<file path="config.mk">
export PLATFORM = sky130hd
export DESIGN_NAME = scr1_pipe_mprf_wb_ctrl
export DESIGN_NICKNAME = d
export VERILOG_FILES = /design/src/rtl/scr1_mprf_wb_pkg.sv /design/src/rtl/scr1_pipe_mprf_sb.sv /design/src/rtl/scr1_pipe_mprf_wb_ctrl.sv
export SDC_FILE = /design/constraint.sdc
export NUM_CORES = 1
export LEC_CHECK = 0
export BUFFER_PORTS_ARGS = -buffer_cell sky130_fd_sc_hd__buf_2
export CAP_MARGIN = 20
export CORE_MARGIN = 2
export CORE_UTILIZATION = 50
export CTS_BUF_LIST = sky130_fd_sc_hd__clkbuf_16
export CTS_CLUSTER_SIZE = 12
export DETAILED_ROUTE_END_ITERATION = 12
export PLACE_DENSITY = 0.86
export SETUP_SLACK_MARGIN = 0.15
export SYNTH_ARGS = -nofsm -noshare
export SYNTH_HDL_FRONTEND = slang
export SYNTH_HIERARCHICAL = 1
export SYNTH_SLANG_ARGS = --single-unit
</file>
<file path="constraint.sdc">
create_clock -name clk -period 9.7 [get_ports clk]
set_clock_uncertainty 0.15 [all_clocks]
set_input_delay 1.94 -clock clk [delete_from_list [all_inputs] [get_ports clk]]
set_output_delay 1.94 -clock clk [all_outputs]
set_load 0.01 [all_outputs]
</file>
<file path="src/rtl/scr1_mprf_wb_pkg.sv">
// Shared types and constants for the MPRF write-back controller.
package scr1_mprf_wb_pkg;

  localparam int SCR1_MPRF_REGS = 32;

  typedef enum logic [1:0] {
    WB_SRC_NONE,
    WB_SRC_EXU,
    WB_SRC_LSU,
    WB_SRC_MDU
  } type_scr1_wb_src_e;

  // LSU and MDU results retire a scoreboard entry; EXU results never do.
  function automatic logic wb_src_is_long(input type_scr1_wb_src_e src);
    return (src == WB_SRC_LSU) || (src == WB_SRC_MDU);
  endfunction

endpackage

</file>
<file path="src/rtl/scr1_pipe_mprf_sb.sv">
// Busy-register scoreboard: tracks destinations of long-latency results,
// flags RAW/WAW hazards at issue and records retires to non-busy registers.
module scr1_pipe_mprf_sb
  import scr1_mprf_wb_pkg::*;
#(
  parameter int AW = 5
) (
  input  logic          clk,
  input  logic          rst,
  input  logic          iss_vld_i,
  input  logic [AW-1:0] iss_rs1_addr_i,
  input  logic [AW-1:0] iss_rs2_addr_i,
  input  logic [AW-1:0] iss_rd_addr_i,
  input  logic          iss_rd_we_i,
  input  logic          iss_long_i,
  input  logic          clr_vld_i,
  input  logic [AW-1:0] clr_addr_i,
  output logic          hazard_o,
  output logic          err_o
);

  // Bit 0 is kept at zero so x0 always looks free.
  logic [SCR1_MPRF_REGS-1:0] busy_q, busy_d;
  logic                      err_q, err_d;
  logic                      rs1_busy, rs2_busy, rd_busy;
  logic                      set_en, clr_en;

  // Hazard lookup on registered state only (no same-cycle clear bypass).
  always_comb begin
    rs1_busy = (iss_rs1_addr_i != '0) && busy_q[iss_rs1_addr_i];
    rs2_busy = (iss_rs2_addr_i != '0) && busy_q[iss_rs2_addr_i];
    rd_busy  = (iss_rd_addr_i  != '0) && busy_q[iss_rd_addr_i];
    hazard_o = !rst && iss_vld_i && (rs1_busy || rs2_busy || (iss_rd_we_i && rd_busy));
  end

  // Set on an accepted long issue, clear on a retiring LSU/MDU write.
  always_comb begin
    set_en = iss_vld_i && !hazard_o && iss_rd_we_i && iss_long_i && (iss_rd_addr_i != '0);
    clr_en = clr_vld_i && (clr_addr_i != '0);
    busy_d = busy_q;
    if (clr_en) busy_d[clr_addr_i] = 1'b0;
    if (set_en) busy_d[iss_rd_addr_i] = 1'b1;
    busy_d[0] = 1'b0;
    err_d = err_q | (clr_en && !busy_q[clr_addr_i]);
  end

  // Scoreboard and sticky error state.
  always_ff @(posedge clk) begin
    if (rst) begin
      busy_q <= '0;
      err_q  <= 1'b0;
    end else begin
      busy_q <= busy_d;
      err_q  <= err_d;
    end
  end

  assign err_o = err_q;

endmodule

</file>
<file path="src/rtl/scr1_pipe_mprf_wb_ctrl.sv">
// MPRF write-port arbiter for EXU/LSU/MDU results with an EXU starvation
// guard, plus the busy-register scoreboard driving the issue stall.
module scr1_pipe_mprf_wb_ctrl
  import scr1_mprf_wb_pkg::*;
#(
  parameter int STARVE_LIM = 4,
  parameter int XLEN       = 32,
  parameter int AW         = 5
) (
  input  logic            clk,
  input  logic            rst,
  input  logic            iss_vld_i,
  input  logic [AW-1:0]   iss_rs1_addr_i,
  input  logic [AW-1:0]   iss_rs2_addr_i,
  input  logic [AW-1:0]   iss_rd_addr_i,
  input  logic            iss_rd_we_i,
  input  logic            iss_long_i,
  output logic            iss_hazard_o,
  input  logic            exu_wb_vld_i,
  input  logic [AW-1:0]   exu_wb_addr_i,
  input  logic [XLEN-1:0] exu_wb_data_i,
  output logic            exu_wb_rdy_o,
  input  logic            lsu_wb_vld_i,
  input  logic [AW-1:0]   lsu_wb_addr_i,
  input  logic [XLEN-1:0] lsu_wb_data_i,
  output logic            lsu_wb_rdy_o,
  input  logic            mdu_wb_vld_i,
  input  logic [AW-1:0]   mdu_wb_addr_i,
  input  logic [XLEN-1:0] mdu_wb_data_i,
  output logic            mdu_wb_rdy_o,
  output logic            mprf_w_req_o,
  output logic [AW-1:0]   mprf_rd_addr_o,
  output logic [XLEN-1:0] mprf_rd_data_o,
  output logic            sb_err_o
);

  localparam int            SW         = $clog2(STARVE_LIM + 1);
  localparam logic [SW-1:0] STARVE_MAX = SW'(STARVE_LIM);

  type_scr1_wb_src_e grant;
  logic [SW-1:0]     starve_q, starve_d;
  logic              starve_force;

  assign starve_force = (starve_q == STARVE_MAX);

  // Fixed priority LSU > MDU > EXU, except EXU jumps ahead once starved.
  always_comb begin
    grant = WB_SRC_NONE;
    if (!rst) begin
      if (starve_force && exu_wb_vld_i) grant = WB_SRC_EXU;
      else if (lsu_wb_vld_i)            grant = WB_SRC_LSU;
      else if (mdu_wb_vld_i)            grant = WB_SRC_MDU;
      else if (exu_wb_vld_i)            grant = WB_SRC_EXU;
    end
  end

  // Ready strobes and write-port mux; x0 writes are accepted but dropped.
  always_comb begin
    exu_wb_rdy_o   = (grant == WB_SRC_EXU);
    lsu_wb_rdy_o   = (grant == WB_SRC_LSU);
    mdu_wb_rdy_o   = (grant == WB_SRC_MDU);
    mprf_rd_addr_o = '0;
    mprf_rd_data_o = '0;
    unique case (grant)
      WB_SRC_EXU: begin mprf_rd_addr_o = exu_wb_addr_i; mprf_rd_data_o = exu_wb_data_i; end
      WB_SRC_LSU: begin mprf_rd_addr_o = lsu_wb_addr_i; mprf_rd_data_o = lsu_wb_data_i; end
      WB_SRC_MDU: begin mprf_rd_addr_o = mdu_wb_addr_i; mprf_rd_data_o = mdu_wb_data_i; end
      default:    ;
    endcase
    mprf_w_req_o = (grant != WB_SRC_NONE) && (mprf_rd_addr_o != '0);
  end

  // Count consecutive EXU denials, saturating; any grant or idle EXU clears.
  always_comb begin
    starve_d = '0;
    if (exu_wb_vld_i && !exu_wb_rdy_o)
      starve_d = starve_force ? STARVE_MAX : starve_q + SW'(1);
  end

  // Starvation counter register.
  always_ff @(posedge clk) begin
    if (rst) starve_q <= '0;
    else     starve_q <= starve_d;
  end

  scr1_pipe_mprf_sb #(.AW(AW)) u_sb (
    .clk            (clk),
    .rst            (rst),
    .iss_vld_i      (iss_vld_i),
    .iss_rs1_addr_i (iss_rs1_addr_i),
    .iss_rs2_addr_i (iss_rs2_addr_i),
    .iss_rd_addr_i  (iss_rd_addr_i),
    .iss_rd_we_i    (iss_rd_we_i),
    .iss_long_i     (iss_long_i),
    .clr_vld_i      (wb_src_is_long(grant)),
    .clr_addr_i     (mprf_rd_addr_o),
    .hazard_o       (iss_hazard_o),
    .err_o          (sb_err_o)
  );

endmodule

</file>
---- After elaboration in Yosys (flattened, before gate mapping) ----
Cells that the tools add are included.
Widths: inputs -> output; s select.
cells by class
  add/sub/neg operators ................... 1
  $mul .................................... 0
  div/mod/pow operators ................... 0
  order comparisons ....................... 6
  equal/unequal tests ..................... 4
  shift operators ......................... 0
  muxes and demuxes ....................... 22
  bitwise operators ....................... 5
  reductions and logical operators ........ 31
operator list
  operator             number
  $pmux 32 s3          1
  $mux 32              2
  $and 32x32->32       1
  $not 32->32          1
  $or 32x32->32        1
  $lt 5x6->1 const B   4
  $bmux 1 s5           4
  $reduce_bool 5->1    4
  $logic_and 1x1->1    17
  $pmux 5 s3           1
  $demux 1 s5          2
  $ge 5x1->1 const B   2
  $mux 2               4
  $mux 1               7
  $eq 2x2->1 const B   2
  $logic_not 1->1      4
  $add 3x1->3 const B  1
  $eq 3x3->1 const B   1
  $logic_or 1x1->1     3
  $mux 3               1
  $reduce_or 3->1      1
  $eq 2x1->1 const B   1
  $reduce_bool 2->1    1
  $reduce_or 2->1      1
  other kinds (2)      2
word-level totals
  register bits ........................... 36
  bits in latches ......................... 0
  bits in writable memories ............... 0
  ROM bits ................................ 0
  output and inout bits ................... 43
  word-level logic and storage cells ...... 74
  memories ................................ 0

---- Depth between registers and ports, before layout ----
Gate-level depths: netlist of the first run.
  word-level depth ........................ 16
  depth in mapped cells ................... 14
  depth with buffers taken out ............ 12

---- Modules after synthesis ----
Netlist of the first run, hierarchy kept.
modules (own cells, without submodules)
  module                  times used  cells each  area each (um^2)
  scr1_pipe_mprf_sb       1           330         2747.6
  scr1_pipe_mprf_wb_ctrl  1           149         845.8

---- Least setup slack after synthesis of the first run ----
OpenSTA, ideal clock, no wires.
  path kind ............................... input port to output port
  start point ............................. in iss_rs2_addr_i[0]
  end point ............................... out iss_hazard_o
  arrival ................................. 3.602 ns
  setup slack ............................. 4.008 ns
  stages on the path ...................... 7
  path buffers ............................ 1
  cells stage by stage .................... buf_2 > mux2_2 > o311ai_0 > a311oi_1 > nor4_4 > nand3_1 > a22o_1
between the ends
  word-level cells in the longest chain between the ends .. 6
  elaborated cells on any way between the ends .. 7
RTL lines
  what                               line                          RTL
  from (decl)                        scr1_pipe_mprf_wb_ctrl.sv:14  input logic [AW-1:0] iss_rs2_addr_i,
  $bmux 1 s5                         scr1_pipe_mprf_sb.sv:31       rs2_busy = (iss_rs2_addr_i != '0) && busy_q[iss_rs2_addr_i];
  $mux 1 (not written as such)       scr1_pipe_mprf_sb.sv:31
  $logic_and 1x1->1 (*)              scr1_pipe_mprf_sb.sv:31
  $logic_or 1x1->1 (*) (2 in a row)  scr1_pipe_mprf_sb.sv:33       hazard_o = !rst && iss_vld_i && (rs1_busy || rs2_busy || (iss_rd_we_i && rd_busy));
  $logic_and 1x1->1 (*)              scr1_pipe_mprf_sb.sv:33
  to (decl)                          scr1_pipe_mprf_wb_ctrl.sv:18  output logic iss_hazard_o,
Every way passes the cells marked *; elsewhere a longest branch is shown, timed or not. The select of a mux whose other input is x is not followed.

---- Final worst setup path of the first run ----
  start point ............................. in rst
  end point ............................... out mprf_rd_addr_o[4]
between the ends
  word-level cells in the longest chain between the ends .. 3
  elaborated cells on any way between the ends .. 5
RTL lines
  what                                             line                          RTL
  from (decl)                                      scr1_pipe_mprf_wb_ctrl.sv:11  input logic rst,
  $mux 2 (*)                                       scr1_pipe_mprf_wb_ctrl.sv:49  if (!rst) begin
  $eq 2x2->1 / $eq 2x1->1 (equally long branches)  scr1_pipe_mprf_wb_ctrl.sv:64  unique case (grant)
  $pmux 5 s3 (*)                                   scr1_pipe_mprf_wb_ctrl.sv:64
  to (decl)                                        scr1_pipe_mprf_wb_ctrl.sv:32  output logic [AW-1:0] mprf_rd_addr_o,
Every way passes the cells marked *; elsewhere a longest branch is shown, timed or not.

==> flow_summary.toml, run 1 <==
[outcome]
status = "completed"

[place]
gp_congestion = 0.983
placed_area_sq_um = 4480
place_ws_ps = 3060
dpl.hpwl_microns = 10700
io_buffers = 176

[critical_path]
crit_chain = "buf_2 -> a31o_4 -> nor2b_4 -> a221o_1 -> and2_1 -> buf_2"
slowest_delay_ps = 630
cp_max_fo = 36
worst_setup_path_start_kind = "input port"
critPathKind = "input port to output pin"
crit_slowest_cell = "nor2b_4"
end_kind = "output pin"
worstPathArrival_ps = 4220
critPathRequiredTime_ps = 7610
crit_top_cell = "buf_2"

[global_routing]
grt_max_degree = 39
grt_use_total_pct = 33.9
grt_first_pass_wirelength_microns = 20400
grt_pass1_vias = 4077
antenna_found_initial = 1
grt-ovfl-total = 0

[sta]
setup_viol = 0
tightest_slew_ps = 787
period_minus_slack_ps = 6310
fmax_ghz = 0.158
grt_setup_unrepaired = "no"
finalMaxSlewViolations = 0
timing.final.hold_violations = 0
period_share_pct = 65.1
slew_headroom_pct = 47.4
setup_ws_ps = 3390
setup_tns_ps = 0

[clock_tree]
cts.sinks = 35
cts_tree = "done"
h-tree-depth = 2
ctsResizeCount = 0
ctsHoldBuffers = 0
root_buffer = "clkbuf_16"
postCtsSetupRepairBufs = 0
clk_pin_slew_ps = 50
clockBufferDepth = 2
cts_buffers = 5
insertion_delay_ps = 280

[finish]
final_common_cell = "buf_2"
design_area_sq_um = 4630
area_growth_pct = 29.0
regArea_sq_um = 701
fin_nets = 770
num-fill-cells = 601
antenna_cells = 0
layout-drive-gt1-share_pct = 33.8
final_cell_mix = "176 x buf_2, 94 x nand2_1, 40 x o21ai_0"
multi_input_area_sq_um = 2730

[floorplan]
pin_count = 177
core_sq_um = 6870
die-area_sq_um = 7880
die-width_microns = 88.8
die_y_microns = 88.8
num_rows = 30
start_util_pct = 52.3

[synthesis]
yosysWarnings = 6
async_flop_share_pct = 0
synth-compound-area-share_pct = 23.0
synth.area.mux_share_pct = 17.5
syn-num-nets = 615
synth_top_family_by_area = "simple AND/OR/NAND/NOR gates"
synth_edf_count = 0
synthTopCellsByArea = "dfxtp_1 19%, nand2_1 9.8%, mux2i_1 8.6%"
synth_top_area_share_pct = 19.5
synth_largest_area_cell = "dfxtp_1"
syn_area_sq_um = 3590
synth.avg_cell_area_sq_um = 7.50
synth_seq_area_share_pct = 19.5
synthFlopType = "dfxtp_1"
synthAdderAreaFrac_pct = 0.696
syn_inst = 479
synth-simple-area-share_pct = 34.5
synthXorXnorAreaFrac_pct = 0
synth.ff_latch_count = 35
ys_types = 55

[drt]
dr.pass1.iters = 5
dr_total_vias = 4467
initialDrtViolationCount = 626
drc = 0
vias_per_cell = 6.13
drt_wl_total_microns = 13900
drtAntennaViolNets = 0
wl_per_cell_microns = 19.1

[pwr]
pwr-share-clk_pct = 34.5
cellPowerDensity_nw_per_um2 = 90.7
switching_share_pct = 30.3
vdd_drop_max_mv = 0.0673
p_leak_nw = 2.09
combPwrFrac_pct = 30.7
p_int_uw = 293
net-switching-power_uw = 128
power_frac_seq_pct = 34.8

[min_path]
min_path_type = "flip-flop to flip-flop"

[flow_run]
drv_cap = 0
[power groups by stage]
stage	logic [mW]	registers, mW	clock network, mW
after floorplan	0.0722	0.149	0
after global placement	0.124	0.149	0
after detailed placement	0.126	0.149	0
after CTS	0.127	0.146	0.146
after global routing	0.140	0.146	0.151
final	0.129	0.146	0.145
[worst paths after layout]
| path | startpoint | to | slack, ps | depth (start not counted) |
|---|---|---|---|---|
| hold / removal | starve_q[0] | starve_q[0] | 300 | 1 |
| hold reg to reg | starve_q[0] | starve_q[0] | 300 | 1 |
| setup reg to reg | starve_q[0] | u_sb/err_o | 6050 | 11 |
| setup / recovery | rst | mprf_rd_addr_o[4] | 3390 | 6 |
[routing by layer]
| metal | vias to the layer above | GRT usage, % | share of wire [%] |
|---|---|---|---|
| li1 | 2089 | - | - |
| met5 | - | 0 | 0.093 |
| met4 | 2 | 15.8 | 3.7 |
| met2 | 287 | 52.6 | 47 |
| met1 | 2033 | 45.2 | 39 |
| met3 | 56 | 7.09 | 9.9 |
[final cells by class]
class / instances / area share (%)
clock inverter: 1 / 0.0810
tap: 96 / 2.59
timing repair buffer: 180 / 20.1
clock buffer: 5 / 2.70
inverter: 7 / 0.567
multi-input combinational: 405 / 58.9
sequential: 35 / 15.1
[Yosys cell counts (all sizes together) (3+ instances only)]
cell,number
o21ai,43
or3b,3
a221o,5
nand4,6
and2,5
nand2,95
nand3b,24
nand2b,11
dfxtp,35
nor3,7
mux2i,31
and3,6
nor2b,25
or3,7
a22oi,38
clkbuf,20
buf,12
mux2,6
nand3,14
o21a,3
o22ai,6
nor2,17
o31ai,7
inv,7
nor4,5
a21oi,6
mux4,11
[logic make-up after synthesis]
| logic type | after synthesis |
|---|---|
| compound gates | 122 |
| mux | 48 |
| simple gates | 233 |
| buf+inv | 39 |
| flops | 35 |
| fa+ha+maj | 2 |
[flip-flops by register name, summed over array words and instances (netlist names)]
signal	cells
u_sb/err_o	1
starve_q	3
u_sb/busy_q	31
[per-stage QoR]
step                utilization, %  power [mW]  hold slack (ps)  cells
floorplan                        -       0.221              267    479
global placement              65.2       0.273              280    722
detailed placement            65.2       0.275              286    722
CTS                           67.1       0.419              300    728
global route                  67.5       0.438              320    729
finish                        67.5       0.420              298    729
[worst max-delay path: cells and delay by family]
kind                   cells  cell delay, ps
AO/OA/AOI/OAI              2             620
AND/OR/NAND/NOR            2            1120
buffers and inverters      2             520
Note: power is estimated with default switching activity, not from simulation.
==> inputs of run 2 (changes only) <==
--- a/config.mk
+++ b/config.mk
@@ -5,6 +5,7 @@
 export SDC_FILE = /design/constraint.sdc
 export NUM_CORES = 1
 export LEC_CHECK = 0
+export ABC_AREA = 1
 export BUFFER_PORTS_ARGS = -buffer_cell sky130_fd_sc_hd__buf_2
 export CAP_MARGIN = 20
 export CORE_MARGIN = 2
@@ -12,7 +13,7 @@
 export CTS_BUF_LIST = sky130_fd_sc_hd__clkbuf_16
 export CTS_CLUSTER_SIZE = 12
 export DETAILED_ROUTE_END_ITERATION = 12
-export PLACE_DENSITY = 0.86
+export PLACE_DENSITY = 0.83
 export SETUP_SLACK_MARGIN = 0.15
 export SYNTH_ARGS = -nofsm -noshare
 export SYNTH_HDL_FRONTEND = slang
==> constraint.sdc (replaced) <==
create_clock -name clk -period 6.4 [get_ports clk]
set_clock_uncertainty 0.15 [all_clocks]
set_input_delay 1.28 -clock clk [delete_from_list [all_inputs] [get_ports clk]]
set_output_delay 1.28 -clock clk [all_outputs]
set_load 0.01 [all_outputs]
==> run 2 against run 1 <==
Core utilization is 4.8 points lower. Non-clock buffer count is 1 lower. Flip-flop and latch count stayed put. Clock-buffer cell count stayed put.
==> flow_summary.toml, run 2 <==
[outcome]
status = "completed"

[sta]
tightest_slew_ps = 1020
period_share_pct = 72.7
setup_viol = 0
slew_headroom_pct = 31.9
finalMaxSlewViolations = 0
fmax_ghz = 0.215
hold_slack_ps = 298
timing.final.hold_violations = 0
grt_setup_unrepaired = "no"
period_minus_slack_ps = 4660
setup_tns_ps = 0

[finish]
layout.cells.non_filler = 993
design_area_sq_um = 5130
final_util_pct = 62.7
largest_reg_flops = 31
num-fill-cells = 837
layout-drive-gt1-share_pct = 31.3
final_common_cell = "nand2_1"
antenna_cells = 0
final_cell_mix = "293 x nand2_1, 176 x buf_2, 75 x nand3_1"
regMostFlops = "u_sb/busy_q"
fin_nets = 1023
area_growth_pct = 22.1

[drt]
initialDrtViolationCount = 559
wl_met3_microns = 2140
drc = 0
vias_per_cell = 5.53
wl_met1_microns = 6050
drtAntennaViolNets = 0
dr_total_vias = 5493
wl_per_cell_microns = 16.0
dr.pass1.iters = 5
highest_layer = "met4"
drt_wl_total_microns = 15900
dr_wl_met2_microns = 7010

[critical_path]
crit_slowest_cell = "buf_4"
worstPathArrival_ps = 3230
crit_chain = "buf_2 -> inv_2 -> nand2_1 -> nand2_1 -> nand2_1 -> nand2_1 -> nand2_1 -> nand2_1 -> nor2_1 -> nand2_1 -> a21oi_1 -> nand2_1 -> nand2_2 -> buf_4 -> inv_1 -> buf_2"
critPathKind = "input port to output pin"
r2r_slack_ps = 2870
end_kind = "output pin"
critPathRequiredTime_ps = 4970
worst_setup_path_start_kind = "input port"
cp_max_fo = 32
slowest_delay_ps = 400
crit_top_cell = "nand2_1"

[pwr]
p_leak_nw = 2.51
pwr-share-clk_pct = 38.1
p_int_uw = 481
switching_share_pct = 33.3
power_frac_seq_pct = 30.8
net-switching-power_uw = 240
combPwrFrac_pct = 31.2
cellPowerDensity_nw_per_um2 = 141
vdd_drop_max_mv = 0.138

[clock_tree]
root_buffer = "clkbuf_16"
cts_tree = "done"
insertion_delay_ps = 280
h-tree-depth = 2
cts_buffers = 5
cts.sinks = 35
clk_pin_slew_ps = 60
ctsHoldBuffers = 0
clockBufferDepth = 2
postCtsSetupRepairBufs = 0
ctsResizeCount = 0

[synthesis]
synthFlopType = "dfxtp_1"
syn_inst = 737
synth_top_area_share_pct = 26.2
synth_edf_count = 0
syn-num-nets = 873
ys_top_cells_by_count = "293 x nand2_1, 75 x nand3_1, 62 x inv_1, 58 x nor2_1, 37 x nand3_2"
synth.avg_cell_area_sq_um = 5.70
synth_seq_area_share_pct = 16.7
syn_area_sq_um = 4200
synth.ff_latch_count = 35
async_flop_share_pct = 0
synth_largest_area_cell = "nand2_1"
synthTopCellsByArea = "nand2_1 26%, dfxtp_1 17%, nand3_1 8.9%"
post-synth-top-count-cell = "nand2_1"
yosysWarnings = 6
ys_types = 34

[place]
gp_congestion = 1.03
dpl.hpwl_microns = 12300
io_buffers = 176
dp.cells = 985
placed_area_sq_um = 4960

[floorplan]
die_y_microns = 95.6
pin_count = 177
core_sq_um = 8180
num_rows = 33
die-area_sq_um = 9140
start_util_pct = 51.3
die-width_microns = 95.6

[min_path]
min_path_type = "flip-flop to flip-flop"

[global_routing]
grt_first_pass_wirelength_microns = 24900
grt-ovfl-total = 0
grt_use_total_pct = 35.3
antenna_found_initial = 0
grt_max_degree = 38
grt_pass1_vias = 5053

[flow_run]
drv_cap = 0
==> run 2: worst max-delay path: cells and delay by family <==
family	cells	cell delay [ps]
buf+inv	5	1120
simple gates	10	680
compound gates	1	120
==> run 2: power by group through the flow <==
stage / Sequential (mW) / Combinational [mW] / Clock (mW)
floorplan: 0.226 / 0.135 / 0
global placement: 0.227 / 0.219 / 0
detailed placement: 0.227 / 0.220 / 0
CTS: 0.222 / 0.222 / 0.276
global route: 0.222 / 0.248 / 0.285
finish: 0.222 / 0.225 / 0.275
==> run 2: final cells by class <==
class	count	area [sq um]	share of cell area (%)
clock inverters	3	43.8	0.854
multi-input cells	596	2960	57.7
flip-flops and latches	35	701	13.7
inverters	70	265	5.17
repair buffers	179	903	17.6
well taps	105	131	2.56
clock buffers	5	125	2.44
==> run 2: cell families (layout without fill, tap and decap cells) <==
group	after synthesis	count (layout)	share of synthesized area (%)
compound gates	92	92	14.6
xor+xnor	1	1	0.209
fa+ha+maj	2	2	0.596
buf+inv	106	257	12.9
flops	35	35	16.7
simple gates	501	501	55.0
==> run 2: worst paths after layout <==
kind,depth (start not counted),endpoint,from
max,16,iss_hazard_o,iss_rd_addr_i[0]
min,1,starve_q[0],starve_q[0]
max reg2reg,19,u_sb/err_o,starve_q[0]
min reg2reg,1,starve_q[0],starve_q[0]
==> run 2: per-layer routing <==
metal,global-route usage (%),vias to the layer above
met1,43.4,2426
met4,16.2,0
met2,57.2,339
met3,9.64,56
li1,-,2672
met5,0,-
==> run 2: per-stage QoR <==
step           total power [mW]  setup WS, ps
2_1_floorplan             0.362          2500
3_3_place_gp              0.445          1830
3_5_place_dp              0.447          1810
4_1_cts                   0.720          1800
5_1_grt                   0.755          1460
6_report                  0.722          1740
